### src/rtl/note_display_ctrl.sv
// Note queue feeding three display slots (current, previous, one before).
// Notes advance only on frame ticks; an optional blank frame separates notes.
module note_display_ctrl #(
    parameter int DEPTH = 4
) (
    input  logic       clk,
    input  logic       reset,
    input  logic [5:0] note_in,
    input  logic       note_valid,
    output logic       note_ready,
    input  logic       frame_tick,
    input  logic [5:0] hold_frames,
    input  logic       gap_en,
    input  logic       flush,
    output logic [5:0] cur_note,
    output logic [5:0] prev_note,
    output logic [5:0] prev2_note,
    output logic [4:0] fill,
    output logic       busy
);
    localparam int PW = $clog2(DEPTH);

    typedef enum logic [1:0] {IDLE, HOLD, GAP} state_t;

    state_t          state_q, state_d;
    logic [PW-1:0]   wr_ptr_q, wr_ptr_d;
    logic [PW-1:0]   rd_ptr_q, rd_ptr_d;
    logic [4:0]      count_q, count_d;
    logic [5:0]      cur_q, cur_d;
    logic [5:0]      prev_q, prev_d;
    logic [5:0]      prev2_q, prev2_d;
    logic [5:0]      last_q, last_d;
    logic [5:0]      frame_cnt_q, frame_cnt_d;
    logic [5:0]      hold_len_q, hold_len_d;
    logic [5:0]      mem_q [DEPTH];
    logic [5:0]      mem_d [DEPTH];

    logic            push;
    logic            load;
    logic [5:0]      head;

    assign note_ready = (count_q != 5'(DEPTH));
    assign push       = note_valid && note_ready;
    assign head       = mem_q[rd_ptr_q];
    assign cur_note   = cur_q;
    assign prev_note  = prev_q;
    assign prev2_note = prev2_q;
    assign fill       = count_q;
    assign busy       = (state_q != IDLE) || (count_q != 5'd0);

    always_comb begin
        state_d     = state_q;
        cur_d       = cur_q;
        prev_d      = prev_q;
        prev2_d     = prev2_q;
        last_d      = last_q;
        frame_cnt_d = frame_cnt_q;
        hold_len_d  = hold_len_q;
        load        = 1'b0;

        // Only the registered count decides a load, so a same-cycle push waits.
        unique case (state_q)
            IDLE: begin
                cur_d = 6'd0;
                if (frame_tick && count_q != 5'd0) load = 1'b1;
            end
            HOLD: begin
                if (frame_tick) begin
                    if (frame_cnt_q == hold_len_q - 6'd1) begin
                        if (gap_en) begin
                            cur_d   = 6'd0;
                            state_d = GAP;
                        end else if (count_q != 5'd0) begin
                            load = 1'b1;
                        end else begin
                            cur_d   = 6'd0;
                            state_d = IDLE;
                        end
                    end else begin
                        frame_cnt_d = frame_cnt_q + 6'd1;
                    end
                end
            end
            GAP: begin
                if (frame_tick) begin
                    if (count_q != 5'd0) load = 1'b1;
                    else state_d = IDLE;
                end
            end
            default: state_d = IDLE;
        endcase

        if (load) begin
            cur_d       = head;
            prev2_d     = prev_q;
            prev_d      = last_q;
            last_d      = head;
            frame_cnt_d = 6'd0;
            hold_len_d  = (hold_frames == 6'd0) ? 6'd1 : hold_frames;
            state_d     = HOLD;
        end

        if (flush) begin
            state_d     = IDLE;
            cur_d       = 6'd0;
            prev_d      = 6'd0;
            prev2_d     = 6'd0;
            last_d      = 6'd0;
            frame_cnt_d = 6'd0;
        end
    end

    always_comb begin
        mem_d    = mem_q;
        wr_ptr_d = wr_ptr_q;
        rd_ptr_d = rd_ptr_q;
        count_d  = count_q;
        if (push) begin
            mem_d[wr_ptr_q] = note_in;
            wr_ptr_d        = wr_ptr_q + 1'b1;
        end
        if (load) rd_ptr_d = rd_ptr_q + 1'b1;
        if (push && !load) count_d = count_q + 5'd1;
        else if (!push && load) count_d = count_q - 5'd1;
        if (flush) begin
            wr_ptr_d = '0;
            rd_ptr_d = '0;
            count_d  = 5'd0;
        end
    end

    always_ff @(posedge clk) begin
        mem_q <= mem_d;
    end

    always_ff @(posedge clk or negedge reset) begin
        if (!reset) begin
            state_q     <= IDLE;
            wr_ptr_q    <= '0;
            rd_ptr_q    <= '0;
            count_q     <= 5'd0;
            cur_q       <= 6'd0;
            prev_q      <= 6'd0;
            prev2_q     <= 6'd0;
            last_q      <= 6'd0;
            frame_cnt_q <= 6'd0;
            hold_len_q  <= 6'd1;
        end else begin
            state_q     <= state_d;
            wr_ptr_q    <= wr_ptr_d;
            rd_ptr_q    <= rd_ptr_d;
            count_q     <= count_d;
            cur_q       <= cur_d;
            prev_q      <= prev_d;
            prev2_q     <= prev2_d;
            last_q      <= last_d;
            frame_cnt_q <= frame_cnt_d;
            hold_len_q  <= hold_len_d;
        end
    end
endmodule

### config.mk
export PLATFORM = sky130hd
export DESIGN_NAME = note_display_ctrl
export DESIGN_NICKNAME = d
export VERILOG_FILES = /design/src/rtl/note_display_ctrl.sv
export SDC_FILE = /design/constraint.sdc
export NUM_CORES = 1
export LEC_CHECK = 0
export BUFFER_PORTS_ARGS = -buffer_cell sky130_fd_sc_hd__buf_2
export CAP_MARGIN = 20
export CORE_UTILIZATION = 40
export DETAILED_ROUTE_END_ITERATION = 8
export PLACE_DENSITY_LB_ADDON = 0.08
export SYNTH_ARGS = -nofsm -noshare
export SYNTH_HDL_FRONTEND = slang
export SYNTH_SLANG_ARGS = --single-unit
export TNS_END_PERCENT = 50
### constraint.sdc
create_clock -name clk -period 4.1 [get_ports clk]
set_input_delay 0.82 -clock clk [delete_from_list [all_inputs] [get_ports clk]]
set_output_delay 0.82 -clock clk [all_outputs]
set_load 0.005 [all_outputs]
==> impl_metrics.csv <==
group,metric,value,unit
run_status,outcome,"complete, no violations",
hold_path,hold_class,"input port to async pin",
final_layout,areaGrowthSynthToFinish,14.6,%
floorplan,ios,43,
cts,cts-root-buf,"clkbuf_8",
yosys,ys_top_cells_by_area,"dfrtp_1, edfxtp_1, ha_1",
setup_path,cp_slowest_stage_delay,0.58,ns
timing,finalSetupViolCount,0,
cts,insertion_delay,0.34,ns
global_route,grt_pass1_vias,2363,
yosys,syn-cell-area,3570,sq um
drt,post_drt_wl_per_cell,15.8,um
cts,clock_sinks,71,
cts,cts-buffers-inserted,9,
floorplan,initial_core_util,41.2,%
cts,cts_tree,"built",
global_route,grtUsageTotal,17.4,%
timing,report.final.slew_viol_count,0,
power,power.density,603,nW/um^2
setup_path,worstReg2RegEnd,"fill[4]",
setup_path,cp-start-kind,"flip-flop",
final_layout,fill_cells,826,
drt,num_vias,2458,
cts,clk_pin_slew,0.09,ns
final_layout,final_common_cell,"dfrtp_1",
setup_path,cp-endpoint,"fill[4]",
yosys,seq_area_frac_synth,53.1,%
timing,rsz0062_at_grt,"no",
drt,drt_first_pass_iters,6,
floorplan,fp.dieH,96.5,um
timing,relSlewSlack,52.1,%
yosys,netlist_instances,300,
place,place_congestion,0.784,
setup_path,critical-path-top-delay-family,"simple AND/OR/NAND/NOR gates",
timing,worst_hold_slack,0.366,ns
place,io_buffers,42,
floorplan,rows,34,
cts,ctsHoldBuffers,0,
cts,cts_resized,0,
timing,final_hold_viol_count,0,
timing,layout_min_cycle_time,3.68,ns
cts,post-cts-setup-buffer-count,0,
yosys,synthFlopType,"dfrtp_1",
global_route,antenna_found_initial,0,
drt,antenna_left,0,
floorplan,die-area,9310,sq um
global_route,grt_overflow_total,0,
setup_path,reg2reg_slack,0.42,ns
setup_path,end_kind,"flip-flop",
global_route,grt_max_degree,36,
drt,drtIter0Drc,117,
setup_path,cp_slowest_cell,"dfstp_2",
power,ir_drop,0.244,mV
yosys,yosys_warnings,0,
setup_path,crit_arrival,3.93,ns
run,cap_violations,0,
global_route,grt_pass1_wl,12100,um
yosys,synth_edf_count,24,
cts,cts_buffer_depth,2,
drt,drc,0,
timing,tns,0,ns
yosys,synth_cell_types,59,
yosys,synth_top_cell_by_area,"dfrtp_1",
timing,period_share,89.7,%
yosys,ys_ff_latch,71,
cts,htree_levels,3,
floorplan,coreArea,8680,sq um
yosys,synth_top_cell_area_share,32.2,%
timing,max_freq,0.272,GHz
setup_path,required,4.35,ns
place,hpwlAfterDp,5060,um
setup_path,rr_startpoint,"hold_len_q[0]",
setup_path,crit_start,"hold_len_q[0]",
timing,fin_skew,0.0107,ns
drt,routed_wl,7270,um
yosys,synth.avg_cell_area,11.9,sq um
floorplan,die_w,96.5,um
setup_path,worstRegToRegCells,14,
yosys,synth.net_count,333,
setup_path,critical_path_class,"flip-flop to flip-flop",
final_layout,layout_common_cells,"dfrtp_1, buf_2, edfxtp_1",
setup_path,crit_buf_inv,1,
final_layout,nNetsFinal,379,
yosys,async_reset_ff_share,66.2,%
setup_path,crit_path_max_fanout,5,
power,p_leak,1.74,nW
timing,worst_pin_slew,0.715,ns
final_layout,antenna-diode-count,0,
setup_path,cp_cell_sequence,"inv_1 > ha_1 > or3_1 > a31o_1 > o31ai_2 > nand2_1 > nand2_1 > ha_1 > a21o_1 > a21o_1 > or4_1 > nor3_1 > nor4_1 > nor3_1",
final_layout,post_route_cells_drive_above_1_share,25.1,%
setup_path,cp_num_cells,14,
drt,routed_via_density,5.36,
## worst reg2reg max path, delay by kind of cell (launching register included)
family,cells,cell delay (ns)
simple gates,7,1.56
compound gates,4,0.93
flops,1,0.58
fa+ha+maj,2,0.49
buf+inv,1,0.05
## Yosys cell counts, types with 4 or more instances
cell,instances
mux2i_1,6
inv_1,10
ha_1,14
nor2b_1,8
dfrtp_1,46
nand2_1,22
or3_1,5
xor2_1,5
buf_2,5
o21ai_1,4
nor3_1,12
nand3_1,9
o21ai_0,7
clkbuf_1,6
o31ai_1,4
xnor2_1,7
a22o_1,9
a21oi_1,12
and2_1,5
mux4_2,6
edfxtp_1,24
a31o_1,6
nor2_1,16
## worst min path at each step
| stage | from | to | slack (ns) | cells after the start |
|---|---|---|---|---|
| after detailed placement | cur_note[4] | cur_note[4] | 0.49 | 1 |
| after CTS | reset | frame_cnt_q[4] | 0.36 | 1 |
| final | reset | frame_cnt_q[0] | 0.37 | 1 |
| after global placement | prev2_note[1] | prev2_note[1] | 0.49 | 1 |
| after floorplan | hold_len_q[5] | hold_len_q[5] | 0.48 | 1 |
| after global routing | reset | frame_cnt_q[4] | 0.36 | 1 |
## logic make-up after synthesis
kind of cell             Yosys count  share of synthesized area, %
AND/OR/NAND/NOR                   90                          12.9
adder cells (fa/ha/maj)           15                          5.46
XOR/XNOR                          12                          2.94
flip-flops                        71                          53.1
AO/OA/AOI/OAI                     70                          15.4
multiplexers                      18                          7.36
buffers and inverters             24                          2.80
## area by class of cell
type                       instances  area [sq um]  share of cell area (%)
timing repair buffer              49           263                    6.42
clock inverter                     7          63.8                    1.56
inverter                          10          37.5                   0.917
tap                              108           135                    3.30
multi-input combinational        205          1570                    38.4
clock buffer                       9           124                    3.02
sequential                        71          1900                    46.3
## routing by layer
| layer | part of all wire (%) | vias up | track usage, % |
|---|---|---|---|
| met3 | 3.8 | 4 | 4.23 |
| met5 | 0 | - | 0 |
| met1 | 52 | 1191 | 25.4 |
| met4 | 0.70 | 0 | 5.02 |
| met2 | 44 | 48 | 25.7 |
| li1 | - | 1215 | - |
## per-stage QoR
step                power [mW]  worst slack, ns  cells  util, %  instance area, sq um
finish                    2.47            0.423    459     47.2                  4100
global route              2.67            0.140    459     47.2                  4100
detailed placement        1.96            0.474    443     45.0                  3910
floorplan                 1.68            0.347    300        -                  3570
CTS                       2.50            0.432    459     47.2                  4100
global placement          1.95            0.521    443     45.0                  3910
## state kept, by name, summed over array words and instances, names as in the netlist
name / cells
prev2_note: 6
wr_ptr_q: 2
prev_note: 6
fill: 5
state_q: 2
rd_ptr_q: 2
mem_q: 24
last_q: 6
frame_cnt_q: 6
hold_len_q: 6
cur_note: 6
## report_power, final
part	internal [mW]	leakage (nW)	switching (mW)
Combinational	0.413	0.798	0.536
Clock	0.233	0.0903	0.294
Sequential	0.866	0.851	0.125
Total	1.51	1.74	0.956
No activity file was read; power rests on OpenSTA's default activity.
